<file path="config.mk">
export PLATFORM = sky130hd
export DESIGN_NAME = pattern_gen_misr
export DESIGN_NICKNAME = d
export VERILOG_FILES = /design/src/rtl/bist_pkg.sv /design/src/rtl/misr_reg.sv /design/src/rtl/pattern_gen_misr.sv
export SDC_FILE = /design/constraint.sdc
export NUM_CORES = 1
export LEC_CHECK = 0
export BUFFER_PORTS_ARGS = -buffer_cell sky130_fd_sc_hd__buf_4
export CORE_UTILIZATION = 31
export DETAILED_ROUTE_END_ITERATION = 12
export PLACE_DENSITY = 0.53
export SYNTH_ARGS = -nofsm -noshare
export SYNTH_HDL_FRONTEND = slang
export SYNTH_HIERARCHICAL = 1
export SYNTH_SLANG_ARGS = --single-unit
</file>
<file path="constraint.sdc">
create_clock -name clk -period 2.25 [get_ports clk]
set_clock_uncertainty 0.15 [all_clocks]
set_input_delay 0.3375 -clock clk [delete_from_list [all_inputs] [get_ports clk]]
set_output_delay 0.3375 -clock clk [all_outputs]
set_load 0.02 [all_outputs]
</file>
<file path="src/rtl/bist_pkg.sv">
// bist_pkg: shared types and step functions for the pattern generator / MISR BIST.
// FSM state encoding, Fibonacci LFSR tap table (widths 3..16), and single-step
// LFSR and MISR functions operating on fixed maximum-width vectors.
package bist_pkg;

  typedef enum logic [1:0] {
    IDLE = 2'd0,
    RUN  = 2'd1,
    DONE = 2'd2
  } state_e;

  localparam int unsigned LFSR_MAX_W = 16;
  localparam int unsigned MISR_MAX_W = 32;

  // Maximal-length XOR tap masks, bit (n-1) set for tap n.
  function automatic logic [LFSR_MAX_W-1:0] lfsr_taps(input int unsigned width);
    logic [LFSR_MAX_W-1:0] taps;
    case (width)
      3:       taps = 16'h0006;
      4:       taps = 16'h000C;
      5:       taps = 16'h0014;
      6:       taps = 16'h0030;
      7:       taps = 16'h0060;
      8:       taps = 16'h00B8;
      9:       taps = 16'h0110;
      10:      taps = 16'h0240;
      11:      taps = 16'h0500;
      12:      taps = 16'h0829;
      13:      taps = 16'h100D;
      14:      taps = 16'h2015;
      15:      taps = 16'h6000;
      16:      taps = 16'hD008;
      default: taps = '0;
    endcase
    return taps;
  endfunction

  // One Fibonacci step: shift left, feedback parity of tapped bits into bit 0.
  function automatic logic [LFSR_MAX_W-1:0] lfsr_step(input logic [LFSR_MAX_W-1:0] val,
                                                      input int unsigned width);
    logic [LFSR_MAX_W-1:0] mask;
    logic                  fb;
    mask = LFSR_MAX_W'((32'd1 << width) - 32'd1);
    fb   = ^(val & lfsr_taps(width));
    return {val[LFSR_MAX_W-2:0], fb} & mask;
  endfunction

  // One MISR step: shift left, fold polynomial when the MSB falls out, xor response.
  function automatic logic [MISR_MAX_W-1:0] misr_step(input logic [MISR_MAX_W-1:0] sig,
                                                      input logic [MISR_MAX_W-1:0] rsp,
                                                      input logic [MISR_MAX_W-1:0] poly,
                                                      input int unsigned width);
    logic [MISR_MAX_W-1:0] mask;
    logic                  msb;
    mask = (32'd1 << width) - 32'd1;
    msb  = |(sig & (32'd1 << (width - 1)));
    return ((sig << 1) ^ (msb ? poly : '0) ^ rsp) & mask;
  endfunction

endpackage

</file>
<file path="src/rtl/misr_reg.sv">
// misr_reg: multiple-input signature register with synchronous clear and enable.
// Optional BIST_GOLDEN_CMP_EN exposes the next-state signature for a golden compare.
// SIG_W up to 32.
module misr_reg
  import bist_pkg::*;
#(
  parameter int unsigned            SIG_W     = 16,
  parameter int unsigned            RSP_W     = 3,
  parameter logic [MISR_MAX_W-1:0]  MISR_POLY = 32'h0000_1021,
  parameter logic [MISR_MAX_W-1:0]  SIG_SEED  = '0
) (
  input  logic             clk,
  input  logic             rst_n,
  input  logic             clr,
  input  logic             en,
  input  logic [RSP_W-1:0] rsp,
  output logic [SIG_W-1:0] sig
`ifdef BIST_GOLDEN_CMP_EN
  , output logic [SIG_W-1:0] sig_next
`endif
);

  logic [SIG_W-1:0] sig_q;
  logic [SIG_W-1:0] sig_d;
  logic [SIG_W-1:0] sig_step;

  // Next signature: clear to seed, compact one response, or hold.
  always_comb begin
    sig_step = SIG_W'(misr_step(MISR_MAX_W'(sig_q), MISR_MAX_W'(rsp), MISR_POLY, SIG_W));
    sig_d    = sig_q;
    if (clr) begin
      sig_d = SIG_W'(SIG_SEED);
    end else if (en) begin
      sig_d = sig_step;
    end
  end

  // Signature register.
  always_ff @(posedge clk or negedge rst_n) begin
    if (!rst_n) begin
      sig_q <= SIG_W'(SIG_SEED);
    end else begin
      sig_q <= sig_d;
    end
  end

  assign sig = sig_q;
`ifdef BIST_GOLDEN_CMP_EN
  assign sig_next = sig_step;
`endif

endmodule

</file>
<file path="src/rtl/pattern_gen_misr.sv">
// pattern_gen_misr: BIST driver. Generates VEC_W-bit stimulus (counter or LFSR),
// applies one vector per cycle and compacts the combinational DUT response into a MISR.
// Optional BIST_GOLDEN_CMP_EN adds golden_sig/pass signature comparison.
module pattern_gen_misr
  import bist_pkg::*;
#(
  parameter int unsigned           VEC_W        = 5,
  parameter int unsigned           RSP_W        = 3,
  parameter int unsigned           SIG_W        = 16,
  parameter int unsigned           NUM_PATTERNS = 32,
  parameter int unsigned           GEN_MODE     = 0,
  parameter logic [LFSR_MAX_W-1:0] LFSR_SEED    = 16'd1,
  parameter logic [MISR_MAX_W-1:0] MISR_POLY    = 32'h0000_1021,
  parameter logic [MISR_MAX_W-1:0] SIG_SEED     = '0
) (
  input  logic                                clk,
  input  logic                                rst_n,
  input  logic                                start,
  input  logic                                abort,
  output logic [VEC_W-1:0]                    stim,
  output logic                                stim_valid,
  input  logic [RSP_W-1:0]                    rsp,
  output logic                                busy,
  output logic                                done,
  output logic [$clog2(NUM_PATTERNS+1)-1:0]   vec_cnt,
  output logic [SIG_W-1:0]                    signature
`ifdef BIST_GOLDEN_CMP_EN
  , input  logic [SIG_W-1:0]                  golden_sig
  , output logic                              pass
`endif
);

  localparam int unsigned      CNT_W      = $clog2(NUM_PATTERNS + 1);
  localparam logic [VEC_W-1:0] SEED_TRUNC = VEC_W'(LFSR_SEED);
  // A zero seed would lock the LFSR, so it is replaced by 1.
  localparam logic [VEC_W-1:0] FIRST_VEC  = (GEN_MODE == 0) ? '0 :
                                            ((SEED_TRUNC == '0) ? VEC_W'(1) : SEED_TRUNC);
  localparam logic [CNT_W-1:0] LAST_CNT   = CNT_W'(NUM_PATTERNS - 1);

  state_e           state_q, state_d;
  logic [VEC_W-1:0] stim_q, stim_d;
  logic [CNT_W-1:0] vec_cnt_q, vec_cnt_d;
  logic [VEC_W-1:0] next_vec;
  logic             load;
  logic             step;
  logic             last;

  // State and datapath registers.
  always_ff @(posedge clk or negedge rst_n) begin
    if (!rst_n) begin
      state_q   <= IDLE;
      stim_q    <= '0;
      vec_cnt_q <= '0;
    end else begin
      state_q   <= state_d;
      stim_q    <= stim_d;
      vec_cnt_q <= vec_cnt_d;
    end
  end

  // Next-state logic; abort wins over start and over the final-vector exit.
  always_comb begin
    state_d = state_q;
    case (state_q)
      IDLE: if (!abort && start) state_d = RUN;
      RUN: begin
        if (abort) begin
          state_d = IDLE;
        end else if (vec_cnt_q == LAST_CNT) begin
          state_d = DONE;
        end
      end
      DONE: begin
        if (abort) begin
          state_d = IDLE;
        end else if (start) begin
          state_d = RUN;
        end
      end
      default: state_d = IDLE;
    endcase
  end

  // Status outputs decoded from state.
  always_comb begin
    busy       = (state_q == RUN);
    stim_valid = (state_q == RUN);
    done       = (state_q == DONE);
  end

  // Generator and counter: load on (re)start, advance each RUN cycle, hold stim on the last one.
  always_comb begin
    if (GEN_MODE == 0) begin
      next_vec = stim_q + VEC_W'(1);
    end else begin
      next_vec = VEC_W'(lfsr_step(LFSR_MAX_W'(stim_q), VEC_W));
    end
    load      = (state_q != RUN) && start && !abort;
    step      = (state_q == RUN) && !abort;
    last      = step && (vec_cnt_q == LAST_CNT);
    stim_d    = stim_q;
    vec_cnt_d = vec_cnt_q;
    if (load) begin
      stim_d    = FIRST_VEC;
      vec_cnt_d = '0;
    end else if (step) begin
      vec_cnt_d = vec_cnt_q + CNT_W'(1);
      if (!last) stim_d = next_vec;
    end
  end

  assign stim    = stim_q;
  assign vec_cnt = vec_cnt_q;

`ifdef BIST_GOLDEN_CMP_EN
  logic [SIG_W-1:0] sig_next;
  logic             pass_q, pass_d;

  // Golden compare against the signature being written on the DONE-entry edge.
  always_comb begin
    pass_d = pass_q;
    if (load || abort) begin
      pass_d = 1'b0;
    end else if (last) begin
      pass_d = (sig_next == golden_sig);
    end
  end

  // Pass flag register.
  always_ff @(posedge clk or negedge rst_n) begin
    if (!rst_n) begin
      pass_q <= 1'b0;
    end else begin
      pass_q <= pass_d;
    end
  end

  assign pass = pass_q;
`endif

  misr_reg #(
    .SIG_W     (SIG_W),
    .RSP_W     (RSP_W),
    .MISR_POLY (MISR_POLY),
    .SIG_SEED  (SIG_SEED)
  ) u_misr (
    .clk      (clk),
    .rst_n    (rst_n),
    .clr      (load),
    .en       (step),
    .rsp      (rsp),
    .sig      (signature)
`ifdef BIST_GOLDEN_CMP_EN
    , .sig_next (sig_next)
`endif
  );

endmodule
</file>
**Yosys cells after proc, flatten, opt, wreduce, memory -nomap -nowiden**

Index checks and enable logic that the tools add are counted.
W data, S select, Z words.

- Bitwise logic cells: 2
- Reduce and logical (&&, ||, !) cells: 10
- $add $sub $neg: 2
- Mux-type cells: 14
- Equality and inequality tests: 8

Operators by type and width:

| cell | count |
|---|---|
| $mux W16 | 2 |
| $xor A16 B16 Y16 | 1 |
| $xor A16 B3 Y16 | 1 |
| $mux W5 | 3 |
| $mux W13 | 1 |
| $mux W6 | 2 |
| $mux W2 | 5 |
| $add A6 B1 Y6 const B | 1 |
| $eq A6 B5 Y1 const B | 1 |
| $pmux W2 S3 | 1 |
| $add A5 B1 Y5 const B | 1 |
| $logic_and A1 B1 Y1 | 5 |
| $ne A2 B2 Y1 const B | 2 |
| $ne A3 B2 Y1 const B | 1 |
| $ne A3 B3 Y1 const B | 1 |
| $reduce_and A3 Y1 | 1 |
| $eq A2 B1 Y1 const B | 1 |
| $eq A2 B2 Y1 const B | 1 |
| $logic_not A2 Y1 | 1 |
| $ne A2 B1 Y1 const B | 1 |
| $reduce_and A2 Y1 | 1 |
| $reduce_bool A2 Y1 | 1 |
| $logic_not A1 Y1 | 1 |

- Logic and storage cells: 40
- Register bits: 29

**Logic depth before layout (Yosys ltp)**

- Depth in word-level cells: 6
- Depth in mapped cells: 6
- Mapped depth without buffers: 5

**By module**

The synthesis kept the hierarchy.

Modules (own cells, without submodules):

| module | cells each | area each (µm²) | seq. area each (µm²) | instances |
|---|---|---|---|---|
| pattern_gen_misr | 72 | 728.2 | 325.3 | 1 |
| misr_reg | 57 | 676.9 | 400.4 | 1 |

**Least setup slack after synthesis**

OpenSTA, ideal clock, no wires.

- Kind: register to register
- Start point: register state_q[1]
- End point: register u_misr.sig_q[10] (netlist: u_misr/sig[10])
- Arrival time: 1.382 ns
- Data required time: 1.979 ns
- Cell stages (with the launch flop): 7
- Slack: 0.597 ns
- Path through: dfrtp_1 > nand2b_1 > inv_2 > nor3b_2 > clkbuf_2 > buf_2 > nor2_1

- Elaborated cells between the ends (all ways): 7
- Those cells by class: eq/ne (2); mux (1); reduce/logical (4)

RTL lines:

| element | line | text |
|---|---|---|
| start, declared | pattern_gen_misr.sv:40 | `state_e state_q, state_d;` |
| start signal, assigned | pattern_gen_misr.sv:55 | `state_q <= state_d;` |
| $eq A2 B1 Y1 | -- |  |
| named net busy | pattern_gen_misr.sv:23 | `output logic busy,` |
| $logic_and A1 B1 Y1 | pattern_gen_misr.sv:99 | `step = (state_q == RUN) && !abort;` |
| $reduce_bool A2 Y1 (no line) | -- |  |
| end signal, assigned | misr_reg.sv:41 | `sig_q <= SIG_W'(SIG_SEED);` |
| end signal, assigned | misr_reg.sv:43 | `sig_q <= sig_d;` |
| end, declared | misr_reg.sv:23 | `logic [SIG_W-1:0] sig_q;` |

The timed path passes the listed nets, and every way through them passes these cells.
A chain may end at the register's enable or synchronous reset.

**Worst setup path after layout**

- Start point: register state_q[1]
- End point: output port busy

- Longest elaborated chain between the ends: 1

Ends and longest elaborated chain:

| element | line | text |
|---|---|---|
| $eq A2 B1 Y1 | pattern_gen_misr.sv:86 | `busy = (state_q == RUN);` |
| end, declared | pattern_gen_misr.sv:23 |  |

No other way between the ends.

==> impl_metrics.py <==
metrics = {
    "timing": {
        "rsz0062_at_grt": "false",
        "slew_viol_final": 0,
        "fmax_ghz": 0.573,
        "worst_pin_slew_ns": 0.369,
        "relSlewSlack_pct": 75.4,
        "fin_crit_ns": 1.74,
        "timing.final.hold_violations": 0,
        "setup_viol": 0,
        "finalSetupTns_ns": 0,
        "fin_crit_sh_pct": 77.5,
        "hold-worst-slack_ns": 0.150,
    },
    "drt": {
        "vias": 1062,
        "drt-pass1-iter-count": 4,
        "drt_iter0_drc": 51,
        "drc": 0,
        "ant_nets": 0,
        "post_drt_via_cell_ratio": 4.83,
        "routedWlPerCell_um": 13.5,
        "wl_um": 2970,
    },
    "floorplan": {
        "die_area_um2": 4810,
        "die_w_um": 69.3,
        "die_h_um": 69.3,
        "start_util_pct": 32.3,
        "io-pin-count": 37,
        "num_rows": 24,
        "coreArea_um2": 4350,
    },
    "worst_setup_path": {
        "worstPathMaxFanout": 9,
        "crit_type": "reg2out",
        "crit_buf_inv": 2,
        "max_stage_delay_ns": 0.40,
        "rrSetupSlack_ns": 0.61,
        "slowest_stage": "dfrtp_1",
        "path_cells": "nand2b_1 -> inv_2 -> buf_4",
        "required_ns": 1.76,
        "worstPathArrival_ns": 1.26,
        "start_kind": "register",
        "worstSetupEndpointType": "output pin",
        "cpLargestDelayFamily": "flip-flops",
    },
    "clock_tree": {
        "cts_sinks": 29,
        "ctsResizeCount": 0,
        "htree_levels": 2,
        "cts_buffer_depth": 2,
        "clk_latency_ns": 0.28,
        "clk_pin_slew_worst_paths_ns": 0.06,
        "cts_tree": "built",
        "post_cts.repair.setup_buffers": 0,
        "cts_inserted_buffers": 5,
        "clockRootBuffer": "clkbuf_8",
    },
    "grt": {
        "grt_pass1_vias": 1047,
        "overflow": 0,
        "grt_pass1_wl_um": 5080,
        "antenna_found_initial": 0,
        "grtUsageTotal_pct": 13.6,
        "grt_max_degree": 30,
    },
    "pwr": {
        "p_leak_uw": 0.000873,
        "cellPowerDensity_nw_per_um2": 733,
        "finalPower_uw": 1310,
        "vdd_ir_drop_max_mv": 0.313,
    },
    "run": {
        "maxCapViolCount": 0,
    },
    "cells_and_area": {
        "regArea_um2": 726,
        "layout_common_cells": "38 x buf_4, 29 x dfrtp_1, 24 x nor2_1, 13 x mux2i_1, 7 x nand2_1",
        "syn2layout_area_growth_pct": 27.3,
        "drive_above_1_share_pct": 30.4,
        "n_antenna_cell": 0,
        "multiInputGateArea_um2": 617,
        "nFillCells": 426,
        "layout_commonest_cell": "buf_4",
        "layout.nets": 176,
    },
    "logic_synthesis": {
        "syn_area_um2": 1410,
        "syn_nets": 138,
        "synthArstFlopShare_pct": 100,
        "syn_avg_cell_area_um2": 10.9,
        "ys.flop_type": "dfrtp_1",
        "ys_ff_latch": 29,
        "synth_warnings": 6,
        "ys_seq_area_share_pct": 51.6,
        "synth-edff-count": 0,
        "ys_types": 30,
        "syn_inst": 129,
    },
    "placed_design": {
        "gp_congestion": 0.763,
        "hpwlAfterDp_um": 2050,
        "io_buffer_count": 36,
    },
    "run_status": {
        "outcome": "finished, final reports clean",
    },
    "hold_path": {
        "min_path_type": "in2reg",
    },
}
## logic make-up (layout without fill, tap and decap cells)
kind of cell	after synthesis	after routing	synth area share, %
and+or+nand+nor	46	46	16.9
DFF	29	29	51.6
AOI/OAI and AO/OA	20	20	9.53
muxes	14	14	10.1
xor gates and xnor gates	9	9	5.61
buffers and inverters	9	48	4.45
adders and majority gates	2	2	1.78
## cell usage after synthesis (all sizes together) (3+ instances only)
master	instances	area, um^2
nand2	8	37.5
mux2i	13	130
nor2	24	90.1
a211oi	5	37.5
xor2	4	35.0
xnor2	5	43.8
a21oi	6	30.0
nand3	3	15.0
dfrtp	29	726
o21ai	4	20.0
buf	7	53.8
## state kept, by name (all words and copies together), names as in the netlist
register    count
vec_cnt         6
u_misr/sig     16
stim            5
state_q         2
## final timing paths
| kind | from | end | cells past startpoint |
|---|---|---|---|
| worst max-delay path | state_q[1] | busy | 3 |
| worst min-delay path | abort | state_q[1] | 2 |
| worst min register to register | vec_cnt[1] | vec_cnt[1] | 1 |
| worst max register to register | vec_cnt[5] | stim[2] | 4 |
| min in group asynchronous | rst_n | stim[0] | 2 |
| max in group asynchronous | rst_n | u_misr/sig[4] | 2 |
## layer usage
metal	track usage, %	routed length [um]
met1	16.5	1310
met2	21.4	1410
met3	5.52	194
met4	5.90	48
met5	0	0
## area by class of cell
class / count / share of cell area [%]
Clock inverter: 2 / 0.559
Sequential cell: 29 / 40.6
Clock buffer: 6 / 4.06
Multi-Input combinational cell: 91 / 34.5
Timing Repair Buffer: 39 / 16.5
Inverter: 1 / 0.210
Tap cell: 52 / 3.64
## report_power, final
part           total, uW  internal (uW)  switching (uW)
clock network        401            214             188
registers            625            571            54.1
logic                286            130             157
## timing repair
| action | in CTS | in global routing |
|---|---|---|
| endpoints found under the hold margin | 29 | 0 |
| hold buffers | 1 | 0 |
| endpoints found under the setup margin | 0 | 0 |
## through the flow
stage | cell area [um^2] | instances | util (%) | worst slack (ns)
after CTS | 1790 | 220 | 41.1 | 0.470
after global routing | 1790 | 220 | 41.1 | 0.435
after floorplan | 1410 | 129 | - | 0.597
after detailed placement | 1700 | 211 | 39.0 | 0.558
final | 1790 | 220 | 41.1 | 0.506
after global placement | 1700 | 211 | 39.0 | 0.598
(Power assumes the default switching activity.)
